### src/rtl/store_narrow_buffer_pkg.sv
// Shared definitions for the store narrowing buffer.
// Holds the store-width encodings and the packed layout of one queued
// store entry: {addr[31:2], be[3:0], data[31:0]}, 66 bits in total.
package store_narrow_buffer_pkg;

  // Store width encodings carried on in_type (2'b11 is reserved and illegal)
  localparam logic [1:0] ST_SW = 2'b00;
  localparam logic [1:0] ST_SH = 2'b01;
  localparam logic [1:0] ST_SB = 2'b10;

  localparam int ENTRY_W = 66;

  // One queued store; the address is kept word-aligned, so only [31:2] is held
  typedef struct packed {
    logic [29:0] addr;
    logic [3:0]  be;
    logic [31:0] data;
  } entry_t;

endpackage

### src/rtl/store_narrow_buffer_lane_pack.sv
// Combinational store lane packer.
// Maps a byte offset, store width and register value onto byte enables and
// lane-positioned data, and reports whether the combination is aligned.
// Ports:
//   offset - addr[1:0] of the store
//   stype  - store width (ST_SW / ST_SH / ST_SB; 2'b11 illegal)
//   data   - register data, value in the low bits
//   be     - byte enables for the 32-bit word
//   lanes  - data shifted into its byte lanes, unused lanes zero
//   legal  - 1 when the request is aligned for its width
module store_lane_pack
  import store_narrow_buffer_pkg::*;
(
  input  logic [1:0]  offset,
  input  logic [1:0]  stype,
  input  logic [31:0] data,
  output logic [3:0]  be,
  output logic [31:0] lanes,
  output logic        legal
);

  // Width decode: byte enables, lane placement and alignment check
  always_comb begin
    be    = 4'b0000;
    lanes = 32'h0000_0000;
    legal = 1'b0;
    case (stype)
      ST_SW: begin
        legal = (offset == 2'b00);
        be    = 4'b1111;
        lanes = data;
      end
      ST_SH: begin
        legal = (offset[0] == 1'b0);
        if (offset[1]) begin
          be    = 4'b1100;
          lanes = {data[15:0], 16'h0000};
        end else begin
          be    = 4'b0011;
          lanes = {16'h0000, data[15:0]};
        end
      end
      ST_SB: begin
        legal = 1'b1;
        be    = 4'b0001 << offset;
        lanes = {24'h00_0000, data[7:0]} << {offset, 3'b000};
      end
      default: begin
        legal = 1'b0;
        be    = 4'b0000;
        lanes = 32'h0000_0000;
      end
    endcase
  end

endmodule

### src/rtl/store_narrow_buffer.sv
// Store narrowing buffer between MEM-stage store issue and the DM write port.
// Narrows register data to sw/sh/sb, rejects misaligned stores with a
// one-cycle misalign_err pulse, and queues legal stores in a DEPTH-entry FIFO
// drained over a valid/ready handshake.
// Ports:
//   clk, reset            - clock, asynchronous active-high reset
//   in_valid/in_ready     - request handshake (in_ready = !full)
//   in_addr/in_data/in_type - byte address, register data, store width
//   out_valid/out_ready   - head handshake (out_valid = !empty)
//   out_addr/out_be/out_data - head entry, all zero while empty
//   misalign_err          - pulse the cycle after a rejected request
//   count                 - occupied entries
module store_narrow_buffer
  import store_narrow_buffer_pkg::*;
#(
  parameter int DEPTH = 4,
  parameter int PTR_W = 2
) (
  input  logic             clk,
  input  logic             reset,
  input  logic             in_valid,
  output logic             in_ready,
  input  logic [31:0]      in_addr,
  input  logic [31:0]      in_data,
  input  logic [1:0]       in_type,
  output logic             out_valid,
  input  logic             out_ready,
  output logic [31:0]      out_addr,
  output logic [3:0]       out_be,
  output logic [31:0]      out_data,
  output logic             misalign_err,
  output logic [PTR_W:0]   count
);

  localparam logic [PTR_W:0]   FULL_CNT = DEPTH[PTR_W:0];
  localparam logic [PTR_W:0]   CNT_ONE  = (PTR_W + 1)'(1);
  localparam logic [PTR_W-1:0] PTR_ONE  = PTR_W'(1);

  entry_t             mem_r [DEPTH];
  logic [PTR_W-1:0]   head_r;
  logic [PTR_W-1:0]   tail_r;
  logic [PTR_W:0]     count_r;
  logic [PTR_W:0]     count_next_s;
  logic               misalign_r;

  logic [3:0]         pack_be_s;
  logic [31:0]        pack_data_s;
  logic               pack_legal_s;
  logic               accept_s;
  logic               push_s;
  logic               pop_s;
  entry_t             new_entry_s;
  entry_t             head_s;

  store_lane_pack u_pack (
    .offset (in_addr[1:0]),
    .stype  (in_type),
    .data   (in_data),
    .be     (pack_be_s),
    .lanes  (pack_data_s),
    .legal  (pack_legal_s)
  );

  // Handshake decode; full blocks input even when a pop is happening
  always_comb begin
    in_ready    = (count_r != FULL_CNT);
    out_valid   = (count_r != {(PTR_W + 1){1'b0}});
    accept_s    = in_valid && in_ready;
    push_s      = accept_s && pack_legal_s;
    pop_s       = out_valid && out_ready;
    new_entry_s = '{addr: in_addr[31:2], be: pack_be_s, data: pack_data_s};
  end

  // Occupancy update: simultaneous push and pop leaves count unchanged
  always_comb begin
    count_next_s = count_r;
    case ({push_s, pop_s})
      2'b10:   count_next_s = count_r + CNT_ONE;
      2'b01:   count_next_s = count_r - CNT_ONE;
      default: count_next_s = count_r;
    endcase
  end

  // FIFO storage, pointers, occupancy and error pulse
  always_ff @(posedge clk or posedge reset) begin
    if (reset) begin
      for (int i = 0; i < DEPTH; i++) begin
        mem_r[i] <= '0;
      end
      head_r     <= '0;
      tail_r     <= '0;
      count_r    <= '0;
      misalign_r <= 1'b0;
    end else begin
      // push and pop never target the same slot: that would need empty+pop or full+push
      if (push_s) begin
        mem_r[tail_r] <= new_entry_s;
        tail_r        <= tail_r + PTR_ONE;
      end
      if (pop_s) begin
        // vacated slots are zeroed so the head reads zero once the queue empties
        mem_r[head_r] <= '0;
        head_r        <= head_r + PTR_ONE;
      end
      count_r    <= count_next_s;
      misalign_r <= accept_s && !pack_legal_s;
    end
  end

  // Head entry drives the write port straight from storage
  always_comb begin
    head_s       = mem_r[head_r];
    out_addr     = {head_s.addr, 2'b00};
    out_be       = head_s.be;
    out_data     = head_s.data;
    misalign_err = misalign_r;
    count        = count_r;
  end

endmodule

### config.mk
export PLATFORM = sky130hd
export DESIGN_NAME = store_narrow_buffer
export DESIGN_NICKNAME = d
export VERILOG_FILES = /design/src/rtl/store_narrow_buffer_pkg.sv /design/src/rtl/store_narrow_buffer_lane_pack.sv /design/src/rtl/store_narrow_buffer.sv
export SDC_FILE = /design/constraint.sdc
export NUM_CORES = 1
export LEC_CHECK = 0
export CAP_MARGIN = 20
export CORE_UTILIZATION = 35
export CTS_BUF_LIST = sky130_fd_sc_hd__clkbuf_16
export DETAILED_ROUTE_END_ITERATION = 8
export SLEW_MARGIN = 20
export SYNTH_ARGS = -nofsm -noshare
export SYNTH_HDL_FRONTEND = slang
export SYNTH_SLANG_ARGS = --single-unit
### constraint.sdc
create_clock -name clk -period 9.6 [get_ports clk]
set_input_delay 1.44 -clock clk [delete_from_list [all_inputs] [get_ports clk]]
set_output_delay 1.44 -clock clk [all_outputs]
set_load 0.005 [all_outputs]
==> key figures <==
Clocking
  • Clock Tree Root: clkbuf_16
  • H-tree Lvls: 1
  • Clock-pin slew on the worst setup and hold paths: about 0.060 ns
  • Number of buffers added by the clock tree synthesis step: 29
  • Total clock sinks: about 270
  • Clock tree from TritonCTS: built
  • Clock latency reported for the late side of the worst-skew pair: between 0.5 and 0.6 ns
  • Hold-fix buffers, CTS: 0
  • Number of buffers between clock root and the deepest sink: 3
  • Setup Buffers After CTS: 0
  • Post-CTS Resized: 0

Critical path
  • Path depth of the worst reg2reg path: 5
  • Crit Reg-Reg Startpoint: head_r[0]
  • Critical Path Fanout Max: 45
  • Startpoint type of the worst setup path: flop
  • Arrival time at the worst endpoint: between 3 and 4 ns
  • Data required time at the worst endpoint: between 8 and 9 ns
  • Critical path endpoint category: output port
  • Slack of the worst reg-to-reg path: about 6.1 ns
  • Critical path class: reg2out
  • Reg-to-reg critical path endpoint: mem_r[31]

Worst hold path
  • Hold Path Stages: 1
  • Min-delay src: count[2]
  • Endpoint, Worst Hold: count[2]
  • Kind of path behind the tightest hold check: reg2reg

Logic synthesis
  • Top cell type by total area after synthesis: dfrtp_1
  • Predominant post-synthesis flop cell: dfrtp_1
  • Cell types with the highest counts after synthesis: dfrtp_1, a21oi_1, nand4_1, o31ai_1, clkbuf_1
  • Part of the Yosys area used for sequential elements: between 40% and 50%
  • Yosys top cell area share: between 40% and 50%
  • Number of enable-type register cells in the synthesized netlist: 0
  • Dominant cell by count in the synthesized netlist: dfrtp_1
  • Ys async rst share: 100%
  • Synth Warn #: 0
  • Number of register bits inferred by synthesis: approximately 270
  • Average footprint of a synthesized cell: between 10 and 15 um2
  • Mapped cell area: between 15,000 and 20,000 um2
  • Yosys cell types: 42
  • Most area-consuming cells after synthesis: dfrtp_1, o31ai_1, mux4_2
  • Count of mapped cells out of synthesis: 1,432

Detailed routing
  • Number of nets with antenna violations after routing: 0
  • Post-Route WL: 52,100 um
  • Mean routed wirelength per cell: roughly 26 um
  • Iteration count of the initial detailed-routing pass: 6
  • Average via count per standard cell: between 6 and 7
  • Vias: ~13,000
  • Drt drc: 0
  • 1st-iter DRT viols: about 1,800

Placement
  • Gpl congestion: 0.817
  • HPWL after detailed placement: between 20,000 and 30,000 um
  • Number of buffers added on ports: between 100 and 150
  • Cell Count Post-Placement: around 2,000

Die
  • Die Ht: about 210 um
  • Number of primary I/O pins: 144
  • Area of the die: 44,300 um2
  • Placeable Area: around 42,000 um2
  • Die width: roughly 210 um
  • Rows: 75
  • Initial core utilization: a little over a third

STA
  • Fmax: slightly above 200 MHz
  • Finish-stage setup viols: 0
  • Minimum clock period after layout: between 4 and 5 ns
  • Worst-case clock skew: around 0.015 ns
  • Hold Fails Final Rpt: 0
  • Total negative slack: 0 ns
  • Fin. max-slew vios: 0
  • Pin slew with the least headroom to its limit: between 1 and 1.5 ns
  • Period Utilization, post-route: approximately half
  • Unrepaired setup endpoints after global routing: no
  • Max transition margin: 24.9%

Final layout
  • Core Util, Final: 40.7%
  • Nets: ~1,500
  • Area growth, synth to finish: 13.6%
  • Proportion of layout cells with a drive suffix above 1: a little over a tenth
  • Fill cell count: about 4,100
  • Inserted Diodes: 0
  • Non-filler cells in the finished layout: about 2,000

Pwr
  • Worst supply voltage drop on vdd: around 200 uV
  • Static leakage: 6.41 nW
  • Cell area power density: 318 nW/um2

Outcome
  • Result of the run: complete, no violations

Job
  • Max-cap violations: 0

GRT
  • GRT Overall Usage: 23.3%
  • Initial antenna violation count: 2
  • Maximum number of pins on one net before global-route repair: roughly 160
  • Wire length of the first global-routing pass: slightly above 80,000 um
  • Grt ovf: 0
  • Number of global-route vias before repair: ~14,000
-- stage by stage --
| step | instance area, um2 | setup slack [ns] | power, mW | hold WS, ns |
|---|---|---|---|---|
| after global routing | 17300 | 4.51 | 5.78 | 0.522 |
| final | 17300 | 4.73 | 5.49 | 0.505 |
| after floorplan | 15200 | 0.665 | 3.45 | 0.488 |
| after detailed placement | 16400 | 4.20 | 4.45 | 0.485 |
| after global placement | 16400 | 4.30 | 4.40 | 0.512 |
| after CTS | 17200 | 4.62 | 5.49 | 0.507 |
-- cells in the final DEF, fill, tap and decap left out, drive strengths merged, types with 16 or more instances in the layout --
cell / instances
nand4: 224
dfrtp: 272
mux4: 66
inv: 21
clkdlybuf4s50: 141
a221o: 16
clkbuf: 29
a31oi: 40
o31ai: 225
buf: 25
a211oi: 40
a21oi: 226
-- worst max path at each step --
stage	slack, ns	startpoint	to
after floorplan	0.66	reset	count[0]
after global placement	4.30	in_type[1]	mem_r[228]
after detailed placement	4.20	in_type[1]	mem_r[91]
after CTS	4.62	head_r[0]	out_be[0]
after global routing	4.51	head_r[0]	out_data[1]
final	4.73	head_r[0]	out_be[0]
-- cell type report --
type | instances | area, um2 | share of cell area, %
Clock buffer | 29 | 726 | 4.20
Clock inverter | 16 | 96.3 | 0.558
Inverter | 13 | 57.6 | 0.333
Multi-Input combinational cell | 927 | 7230 | 41.9
Sequential cell | 272 | 6810 | 39.5
Tap cell | 577 | 722 | 4.18
Timing Repair Buffer | 166 | 1620 | 9.38
-- state kept, by name, indices dropped and copies added, names as in the netlist --
name / flops
mem_r: 264
count: 3
head_r: 2
tail_r: 2
misalign_err: 1
-- critical path: stages (launching register included) --
cell             delay (ns)
dfrtp_4                0.78
buf_4                  0.88
mux4_2                 0.66
clkdlybuf4s50_1        0.50
-- routing by layer --
metal / global-route usage (%) / vias up / routed length [um]
met5: 0 / - / 21
met4: 8.81 / 4 / 1390
met3: 3.52 / 91 / 4370
met2: 37.2 / 693 / 24800
met1: 31.9 / 6836 / 21500
li1: - / 5717 / -
-- where the power goes --
group          total, mW  internal [mW]  leakage [nW]  switching (mW)
Combinational       2.53           1.05          2.31            1.49
Sequential          1.93           1.62          3.67           0.312
Clock               1.03          0.565         0.431           0.465
-- kinds of logic after synthesis --
kind of cell             after synthesis  synth area share (%)
buffers and inverters                234                  7.97
multiplexers                          67                  9.85
adder cells (fa/ha/maj)               10                 0.873
AND/OR/NAND/NOR                      274                  11.7
other                                  1                0.0247
XOR/XNOR                               5                 0.288
AO/OA/AOI/OAI                        569                  24.5
flip-flops                           272                  44.8
(Power assumes the default switching activity.)
